[config.mk]
export PLATFORM = sky130hd
export DESIGN_NAME = i2cs
export DESIGN_NICKNAME = d
export VERILOG_FILES = /design/src/rtl/i2cs.sv
export SDC_FILE = /design/constraint.sdc
export NUM_CORES = 1
export LEC_CHECK = 0
export ABC_AREA = 1
export BUFFER_PORTS_ARGS = -buffer_cell sky130_fd_sc_hd__buf_2
export CORE_ASPECT_RATIO = 0.9
export CORE_MARGIN = 4
export CORE_UTILIZATION = 35
export CTS_CLUSTER_SIZE = 14
export DETAILED_ROUTE_END_ITERATION = 8
export SLEW_MARGIN = 30
export SYNTH_ARGS = -nofsm -noshare
export SYNTH_HDL_FRONTEND = slang
export SYNTH_SLANG_ARGS = --single-unit
[constraint.sdc]
create_clock -name clk -period 10.15 [get_ports clk]
set_input_delay 2.03 -clock clk [delete_from_list [all_inputs] [get_ports clk]]
set_output_delay 2.03 -clock clk [all_outputs]
set_load 0.03 [all_outputs]
[src/rtl/i2cs.sv]
// I2C target with a 2**AW-byte register file and auto-incrementing pointer.
// SCL/SDA are oversampled on clk; the target never stretches the clock.
module i2cs #(
    parameter logic [6:0] DEV_ADDR = 7'h50,
    parameter int         AW       = 4
) (
    input  logic          clk,
    input  logic          rst,
    input  logic          scl_i,
    input  logic          sda_i,
    output logic          sda_o,
    output logic          sda_oe,
    output logic          busy,
    output logic          wr_en,
    output logic [AW-1:0] wr_addr,
    output logic [7:0]    wr_data
);
    localparam int DEPTH = 1 << AW;

    localparam logic [3:0] S_IDLE      = 4'd0;
    localparam logic [3:0] S_DEVADDR   = 4'd1;
    localparam logic [3:0] S_DEV_ACK   = 4'd2;
    localparam logic [3:0] S_PTR       = 4'd3;
    localparam logic [3:0] S_PTR_ACK   = 4'd4;
    localparam logic [3:0] S_WDATA     = 4'd5;
    localparam logic [3:0] S_WDATA_ACK = 4'd6;
    localparam logic [3:0] S_RDATA     = 4'd7;
    localparam logic [3:0] S_RDATA_ACK = 4'd8;

    logic [1:0]    scl_sync_q, sda_sync_q;
    logic          scl_hist_q, sda_hist_q;
    logic          scl_s, sda_s;
    logic          scl_rise, scl_fall, start_det, stop_det;
    logic [3:0]    state_q, state_d;
    logic [3:0]    cnt_q, cnt_d;
    logic [7:0]    shreg_q, shreg_d;
    logic [7:0]    rx_byte, rd_byte;
    logic [AW-1:0] ptr_q, ptr_d, ptr_inc;
    logic          oe_q, oe_d;
    logic          wr_en_q, wr_en_d;
    logic [AW-1:0] wr_addr_q, wr_addr_d;
    logic [7:0]    wr_data_q, wr_data_d;
    logic          mem_we;
    logic [7:0]    mem_q [DEPTH];

    always_ff @(posedge clk or posedge rst) begin
        if (rst) begin
            scl_sync_q <= 2'b11;
            sda_sync_q <= 2'b11;
            scl_hist_q <= 1'b1;
            sda_hist_q <= 1'b1;
        end else begin
            scl_sync_q <= {scl_sync_q[0], scl_i};
            sda_sync_q <= {sda_sync_q[0], sda_i};
            scl_hist_q <= scl_s;
            sda_hist_q <= sda_s;
        end
    end

    assign scl_s     = scl_sync_q[1];
    assign sda_s     = sda_sync_q[1];
    assign scl_rise  = scl_s & ~scl_hist_q;
    assign scl_fall  = ~scl_s & scl_hist_q;
    assign start_det = scl_s & sda_hist_q & ~sda_s;
    assign stop_det  = scl_s & ~sda_hist_q & sda_s;
    assign rx_byte   = {shreg_q[6:0], sda_s};
    assign rd_byte   = mem_q[ptr_q];
    assign ptr_inc   = ptr_q + 1'b1;

    always_comb begin
        state_d   = state_q;
        cnt_d     = cnt_q;
        shreg_d   = shreg_q;
        ptr_d     = ptr_q;
        oe_d      = oe_q;
        wr_en_d   = 1'b0;
        wr_addr_d = wr_addr_q;
        wr_data_d = wr_data_q;
        mem_we    = 1'b0;
        if (stop_det) begin
            state_d = S_IDLE;
            oe_d    = 1'b0;
        end else if (start_det) begin
            // A driven SDA would block any START, so releasing here only guards odd masters.
            state_d = S_DEVADDR;
            cnt_d   = 4'd0;
            oe_d    = 1'b0;
        end else begin
            case (state_q)
                S_DEVADDR, S_PTR, S_WDATA: begin
                    if (scl_rise) begin
                        shreg_d = rx_byte;
                        cnt_d   = cnt_q + 4'd1;
                        if (cnt_q == 4'd7) begin
                            cnt_d = 4'd0;
                            if (state_q == S_DEVADDR) begin
                                state_d = (rx_byte[7:1] == DEV_ADDR) ? S_DEV_ACK : S_IDLE;
                            end else if (state_q == S_PTR) begin
                                ptr_d   = rx_byte[AW-1:0];
                                state_d = S_PTR_ACK;
                            end else begin
                                mem_we    = 1'b1;
                                wr_en_d   = 1'b1;
                                wr_addr_d = ptr_q;
                                wr_data_d = rx_byte;
                                ptr_d     = ptr_inc;
                                state_d   = S_WDATA_ACK;
                            end
                        end
                    end
                end
                S_DEV_ACK, S_PTR_ACK, S_WDATA_ACK: begin
                    // First fall drives the ACK, second fall ends it.
                    if (scl_fall) begin
                        if (!oe_q) begin
                            oe_d = 1'b1;
                        end else begin
                            oe_d    = 1'b0;
                            cnt_d   = 4'd0;
                            state_d = S_WDATA;
                            if (state_q == S_DEV_ACK) begin
                                if (shreg_q[0]) begin
                                    // The fall that ends the ACK also presents read bit 7.
                                    oe_d    = ~rd_byte[7];
                                    shreg_d = {rd_byte[6:0], 1'b0};
                                    ptr_d   = ptr_inc;
                                    cnt_d   = 4'd1;
                                    state_d = S_RDATA;
                                end else begin
                                    state_d = S_PTR;
                                end
                            end
                        end
                    end
                end
                S_RDATA: begin
                    if (scl_fall) begin
                        if (cnt_q == 4'd8) begin
                            oe_d    = 1'b0;
                            cnt_d   = 4'd0;
                            state_d = S_RDATA_ACK;
                        end else begin
                            oe_d    = ~shreg_q[7];
                            shreg_d = {shreg_q[6:0], 1'b0};
                            cnt_d   = cnt_q + 4'd1;
                        end
                    end
                end
                S_RDATA_ACK: begin
                    if (scl_rise) begin
                        if (!sda_s) begin
                            shreg_d = rd_byte;
                            ptr_d   = ptr_inc;
                            cnt_d   = 4'd0;
                            state_d = S_RDATA;
                        end else begin
                            state_d = S_IDLE;
                        end
                    end
                end
                default: state_d = S_IDLE;
            endcase
        end
    end

    always_ff @(posedge clk or posedge rst) begin
        if (rst) begin
            state_q   <= S_IDLE;
            cnt_q     <= 4'd0;
            shreg_q   <= 8'h00;
            ptr_q     <= '0;
            oe_q      <= 1'b0;
            wr_en_q   <= 1'b0;
            wr_addr_q <= '0;
            wr_data_q <= 8'h00;
        end else begin
            state_q   <= state_d;
            cnt_q     <= cnt_d;
            shreg_q   <= shreg_d;
            ptr_q     <= ptr_d;
            oe_q      <= oe_d;
            wr_en_q   <= wr_en_d;
            wr_addr_q <= wr_addr_d;
            wr_data_q <= wr_data_d;
        end
    end

    always_ff @(posedge clk or posedge rst) begin
        if (rst) begin
            for (int i = 0; i < DEPTH; i++) mem_q[i] <= 8'h00;
        end else if (mem_we) begin
            mem_q[ptr_q] <= rx_byte;
        end
    end

    assign sda_o   = 1'b0;
    assign sda_oe  = oe_q;
    assign busy    = (state_q != S_IDLE);
    assign wr_en   = wr_en_q;
    assign wr_addr = wr_addr_q;
    assign wr_data = wr_data_q;

endmodule
==> results of run 1 <==
==> kinds of logic (layout without fill, tap and decap cells) <==
logic type / count (synthesis) / after routing / synth area share, %
xor gates and xnor gates: 2 / 2 / 0.195
other: 1 / 1 / 0.0417
and+or+nand+nor: 625 / 625 / 29.8
adders and majority gates: 6 / 6 / 0.835
DFF: 168 / 168 / 46.8
buffers and inverters: 212 / 210 / 10.1
AOI/OAI and AO/OA: 179 / 179 / 12.2
==> worst paths after layout <==
| path | endpoint | slack, ns | cells past startpoint |
|---|---|---|---|
| worst max-delay path | busy | 6.70 | 3 |
| worst min-delay path | scl_sync_q[1] | 0.36 | 0 |
| worst max register to register | mem_q[95] | 7.01 | 9 |
| worst min register to register | scl_sync_q[1] | 0.36 | 0 |
| max in group asynchronous | ptr_q[0] | 7.03 | 3 |
| min in group asynchronous | mem_q[78] | 1.73 | 2 |
==> metal layers <==
layer  global-route usage [%]  up-vias  routed length (um)
met5                        0        -                   0
met2                     25.3      173               10200
met1                     24.0     3485               11000
met4                     4.68        0                 379
met3                     3.60       25                1140
li1                         -     3677                   -
==> power by group through the flow <==
stage          Combinational [uW]  Clock (uW)  Sequential, uW
2_1_floorplan                 471           0             733
3_3_place_gp                  654           0             741
3_5_place_dp                  661           0             742
4_1_cts                       664         693             729
5_1_grt                       742         723             734
6_report                      661         680             730
==> registers in the layout, summed over array words and instances (netlist names) <==
name	flops
shreg_q	8
mem_q	128
ptr_q	4
cnt_q	4
sda_oe	1
sda_hist_q	1
wr_data	8
sda_sync_q	2
wr_en	1
scl_sync_q	2
wr_addr	4
scl_hist_q	1
state_q	4
==> cell usage in the layout, fill, tap and decap left out, types with 2 or more instances in the layout <==
master,netlist,routed
nand4_1,7,7
o21ai_1,50,50
a211oi_1,2,2
buf_2,13,18
dfstp_2,6,6
bufinv_16,0,2
inv_8,0,4
nand2_1,466,466
nand3b_1,3,3
nand3_1,74,74
buf_4,5,6
inv_1,148,147
o21ai_0,71,71
inv_2,5,6
nor2_1,37,34
nand3_2,4,4
o22ai_1,2,2
nand2_2,9,9
dfrtp_1,162,161
nor2_8,3,3
a21oi_1,2,2
clkinvlp_4,0,2
nand2_4,8,8
ha_1,6,6
clkbuf_16,0,17
o21ai_2,46,46
inv_6,0,5
o211ai_1,3,3
nor2_2,10,13
==> metrics by stage <==
step | hold WS (ns) | area [um2]
after CTS | 0.358 | 9850
after detailed placement | 0.347 | 9240
final | 0.357 | 9850
after global placement | 0.346 | 9240
after global routing | 0.364 | 9850
after floorplan | 0.345 | 8990
==> area by class of cell <==
cell class | count | area [um2]
fill | 2666 | 15400
clock buffer | 17 | 425
sequential | 168 | 4210
timing repair buffer | 24 | 135
clock inverter | 15 | 183
inverter | 154 | 586
tap | 342 | 428
multi-input combinational | 813 | 3880
==> summary.md, run 1 <==
| Metric | Value |
|---|---|
| Outcome | finished, final reports clean |
| TritonCTS sink count | 168 |
| Worst hold start | scl_sync_q[0] |
| Slew HR | 37.2% |
| Slew Viols, Final | 0 |
| RSZ-0062 raised after global routing | no |
| Root Driver | clkbuf_16 |
| CTS Hold Buffers Added | 0 |
| Reg2Reg Launch Point | ptr_q[0] |
| Worst Clk Skew | approximately 0.013 ns |
| Leakage power | just over 0.005 uW |
| Most used DFF post-synth | dfrtp_1 |
| Post-synth top cells | nand2_1, dfrtp_1, inv_1 |
| Initial antenna violation count | 0 |
| Skew-Pair Late Insertion Delay | approximately 0.44 ns |
| Vias in the first global route | 7045 |
| N_diodes | 0 |
| EDFF count, synth | 0 |
| # nets final | 1188 |
| #FFs+latches synth | 168 |
| Sequential Power Share | 35.3% |
| Full die area | ~28000 um2 |
| Buf+Inv Stages, Crit Path | 1 |
| Worst stage delay on the critical path | ~0.44 ns |
| CP arrival | around 1.4 ns |
| Vias/cell | 4.80 |
| CP max stage cell | dfrtp_1 |
| H-tree Lvls | 4 |
| Initial DRC count | about 640 |
| CP delay by family, top | flip-flops |
| CTS Buf Count | 17 |
| Switching pwr | ~840 uW |
| Placement Setup Slack | 6.28 ns |
| Core footprint | 25300 um2 |
| Wirelength, routed | ~23000 um |
| Clock Power Share | 32.8% |
| Initial DRT Pass Iterations | 5 |
| Max Cap Viol | 0 |
| Syn Area/Cell | 7.54 um2 |
| Setup TNS | 0 ns |
| CTS max path bufs | 2 |
| Setup Fix Bufs, Post-CTS | 0 |
| Min Tclk post-route | 3.45 ns |
| Synth unique cells | 38 |
| Layout cells sized above 1 | a little over an eighth |
| TritonCTS clock tree | yes |
| Worst vdd ir | 0.105 mV |
| Boundary Pins | 20 |
| Largest net degree at the start of global routing | 105 |
| Critical path capture point type | output port |
| FP Rows | 55 |
| Mapped Area | 8990 um2 |
| Worst-margin pin slew | 0.941 ns |
| Final setup margin | approximately 6.7 ns |
| Fmax | just under 0.3 GHz |
| Gr ovfl total | 0 |
| Share of async-settable or async-resettable flops after synthesis | 100% |
| Pint | 1230 uW |
| Crit path max fanout | 6 |
| Post-synthesis sequential area ratio | between 40 and 50% |
| Combinational Power Share | about a third |
| Global placer's final weighted congestion | between 0.8 and 0.9 |
| Total power | 2070 uW |
| Post-synth top area share | 45.1% |
| Leading area contributor after synthesis | dfrtp_1 |
| Critical path class | reg -> out |
| PortBufs | 18 |
| Global Route Usage Sum | between 10% and 20% |
| Routed via count | ~7400 |
| Sw frac | around two fifths |
| Cell count after placement | between 1500 and 2000 |
| CP Cell Sequence | nor2_2 -> nand2_1 -> buf_2 |
| Hold Crit Class | reg -> reg |
| DRC | 0 |
| Synth Warn # | 0 |
| Initial Util | approximately 36% |
| Synth top area cells | dfrtp_1, nand2_1, inv_1 |
| Reg clk slew, reported paths | roughly 0.070 ns |
| Critical Path Start Type | flip-flop |
| Routed Antenna Nets | 0 |
| Crit path from | state_q[2] |
| Mapped Cells | between 1000 and 1500 |
| Finished Core Util | around two fifths |
| # setup viols final | 0 |
| Worst Path Required | between 8 and 9 ns |
| Fin crit share | between 30% and 40% |
| WL per Instance | approximately 15 um |
| PD cells | 210 nW/um2 |
| Die Width | 177 um |
| Hpwl dp | 14200 um |
| First-pass GRT wire length | around 38000 um |
| Hold Fails Final Rpt | 0 |
| Area added between synthesis and finish | 9.56% |
| Most common cell in the netlist | nand2_1 |
| Die Height | between 150 and 200 um |
| Post-cts resize count | 0 |
| Finished Layout Cells | approximately 1500 |
| Post-Syn Nets | 1203 |
(Power assumes the default switching activity.)
==> inputs of run 2 (changes only) <==
Settings changed: ABC_AREA 1 to 0.
Clock period 10.15 ns to 2.85 ns, I/O delays scaled along.
==> run 2 against run 1 <==
  * Sequential power rose to 4.0 times the previous value
  * Sequential share of layout area is 0.26 points higher
  * Highest routed layer unchanged
  * Clock skew down 0.00080 ns
  * First-iteration DRC count decreased by 37%
  * Cell count fell by 35%
  * Register-to-register slack got worse by 6.8 ns
==> summary.md, run 2 <==
| Metric | Value |
|---|---|
| Largest net degree at the start of global routing | 55 (-48%) |
| CP arrival | 2.96 ns (+1.54 ns) |
| Finished Core Util | 40.0% (+1.0 points) |
| Reg-to-Reg End | shreg_q[3] |
| Mapped Cells | 628 (-47%) |
| Worst Clk Skew | 0.0121 ns (-0.000804 ns) |
| Die Height | 158 um (-1.2%) |
| PortBufs | 18 (unchanged) |
| Core footprint | 24500 um2 (-3.2%) |
| Critical path class | reg -> reg |
| First-pass GRT wire length | 34000 um (-9.8%) |
| Reg2Reg Launch Point | state_q[1] |
| N_diodes | 0 (unchanged) |
| Post-cts resize count | 0 (unchanged) |
| CTS max path bufs | 2 (unchanged) |
| Slew Viols, Final | 0 (unchanged) |
| WL per Instance | 21.3 um (+44%) |
| Boundary Pins | 20 (unchanged) |
| Gr ovfl total | 0 (unchanged) |
| Vias in the first global route | 5657 (-20%) |
| Crit path max fanout | 19 (+13) |
| Post-synth top cells | dfrtp_1, mux2_2, mux2_4 |
| Fin crit share | 92.9% |
| Syn Area/Cell | 14.0 um2 (+85%) |
| DRC | 0 (unchanged) |
| # setup viols final | 0 (unchanged) |
| Initial Util | 35.8% (+0.23 points) |
| CTS Hold Buffers Added | 0 (unchanged) |
| PD cells | 756 nW/um2 (+260%) |
| Hold Crit Class | in -> async |
| Synth Warn # | 0 (unchanged) |
| Setup TNS | 0 ns (unchanged) |
| TritonCTS sink count | 168 (unchanged) |
| Crit path from | state_q[1] |
| Fmax | between 0.3 and 0.4 GHz |
| Mapped Area | 8770 um2 (-2.5%) |
| Skew-Pair Late Insertion Delay | 0.43 ns (about the same) |
| CP max stage cell | dfrtp_1 |
| CP Cell Sequence | or2_1 -> nand2_1 -> nor2_1 -> a211oi_4 -> and3_1 -> mux2_4 |
| RSZ-0062 raised after global routing | no |
| Routed via count | 5379 (-27%) |
| Die Width | 175 um (-1.2%) |
| Synth top area cells | dfrtp_1, mux2_2, mux2_4 |
| Post-synth top area share | 46.2% (+1.2 points) |
| Worst-margin pin slew | 0.934 ns (-0.00712 ns) |
| Commonest non-fill, non-tap cell in the layout | dfrtp_1 |
| Reg2reg path depth | 6 (-3) |
| Critical Path Start Type | flip-flop |
| Outcome | finished, final reports clean |
| Global Route Usage Sum | 16.0% (-0.63 points) |
| Global placer's final weighted congestion | 0.853 (+2.6%) |
| Setup Fix Bufs, Post-CTS | 0 (unchanged) |
| Hpwl dp | 14100 um (-1.0%) |
| Commonest cells after routing, fill and taps aside | dfrtp_1, mux2_2, mux2_4, mux4_2, nand2_1 |
| Layout cells sized above 1 | 44.3% (+31 points) |
| Most common cell in the netlist | dfrtp_1 |
| Initial DRT Pass Iterations | 5 (unchanged) |
| Routed Antenna Nets | 0 (unchanged) |
| Critical path capture point type | flip-flop |
| Most used DFF post-synth | dfrtp_1 |
| Reg clk slew, reported paths | 0.07 ns (about the same) |
| Initial antenna violation count | 0 (unchanged) |
| # nets final | 650 (-45%) |
| Leading area contributor after synthesis | dfrtp_1 |
| Slew HR | 37.7% (+0.54 points) |
| Max Cap Viol | 0 (unchanged) |
| Worst stage delay on the critical path | 0.63 ns (+0.19 ns) |
| Leakage power | 0.00464 uW (-8.0%) |
| Flop2flop setup slack | 0.20 ns (-6.81 ns) |
| Hold Fails Final Rpt | 0 (unchanged) |
| TritonCTS clock tree | yes |
| FP Rows | 54 (-1.8%) |
| Initial DRC count | 402 (-37%) |
| Vias/cell | 5.44 (+13%) |
| CTS Buf Count | 17 (unchanged) |
| Share of async-settable or async-resettable flops after synthesis | 100% (unchanged) |
| Post-Syn Nets | 638 (-47%) |
| Full die area | 27600 um2 (-2.4%) |
| EDFF count, synth | 0 (unchanged) |
| Root Driver | clkbuf_16 |
| Post-synthesis sequential area ratio | 48.0% (+1.2 points) |
| Max reg flops | 128 (unchanged) |
| Min Tclk post-route | between 2 and 3 ns |
| Largest Register | mem_q |
| #FFs+latches synth | 168 (unchanged) |
| Synth unique cells | 72 (+89%) |
| Worst vdd ir | 0.476 mV (+350%) |
| H-tree Lvls | 4 (unchanged) |
| Worst Path Required | 3.17 ns (-4.95 ns) |
| Area added between synthesis and finish | 11.7% |
| Filler cell count in the final layout | 2271 (-15%) |
| Wirelength, routed | 21100 um (-7.2%) |
-- run 2: cell types whose count changed after synthesis, moves of 33 or more --
cell / before / now
inv_1: 148 / 6
mux2_2: 0 / 92
mux2_4: 0 / 53
mux4_2: 0 / 33
nand2_1: 466 / 31
nand3_1: 74 / 12
o21ai_0: 71 / 15
o21ai_1: 50 / 0
o21ai_2: 46 / 0
-- run 2: logic make-up after synthesis --
group / Yosys count / share of synthesized area (%)
xor+xnor: 1 / 0.0999
buf+inv: 55 / 3.85
flops: 168 / 48.0
fa+ha+maj: 7 / 0.985
simple gates: 130 / 9.46
compound gates: 76 / 6.54
other cells: 1 / 0.0428
mux: 190 / 31.0
-- run 2: worst max-delay path by stage --
stage / cells after the start / end
3_5_place_dp: 6 / shreg_q[3]
6_report: 6 / shreg_q[3]
5_1_grt: 6 / shreg_q[2]
2_1_floorplan: 1 / cnt_q[0]
3_3_place_gp: 6 / shreg_q[2]
4_1_cts: 6 / shreg_q[3]
-- run 2: routing by layer --
layer  routed length [um]  GRT usage (%)
met1                 9780           22.1
met2                 9920           25.2
met3                  996           3.53
met4                  399           5.39
met5                    0              0
-- run 2: per-stage QoR --
| step | hold slack (ns) | setup slack [ns] | cell area, um2 | instances | total power (uW) |
|---|---|---|---|---|---|
| after floorplan | 0.345 | 0.144 | 8770 | 628 | 4530 |
| after global placement | 0.350 | 0.205 | 9190 | 957 | 5080 |
| after detailed placement | 0.351 | 0.241 | 9190 | 957 | 5100 |
| after CTS | 0.219 | 0.201 | 9790 | 989 | 7450 |
| after global routing | 0.218 | 0.0737 | 9790 | 989 | 7790 |
| final | 0.207 | 0.203 | 9790 | 989 | 7400 |
-- run 2: critical path: cells and delay by family, from the launching register on --
kind             cells  cell delay (ns)
AO/OA/AOI/OAI        1             0.21
flip-flops           1             0.63
multiplexers         1             0.35
AND/OR/NAND/NOR      4             1.34
-- run 2: final cells by class --
| cell class | instances | area [um2] | area share (%) |
|---|---|---|---|
| inverters | 7 | 30.0 | 0.307 |
| repair buffers | 41 | 313 | 3.19 |
| clock inverters | 12 | 134 | 1.37 |
| well taps | 336 | 420 | 4.29 |
| clock buffers | 20 | 467 | 4.76 |
| flip-flops and latches | 168 | 4210 | 43.0 |
| multi-input cells | 405 | 4220 | 43.1 |
-- run 2: where the power goes --
| part | internal (uW) | leakage, uW | switching, uW |
|---|---|---|---|
| Clock | 1300 | 0.000294 | 1030 |
| Combinational | 835 | 0.00204 | 1340 |
| Sequential | 2500 | 0.00231 | 406 |
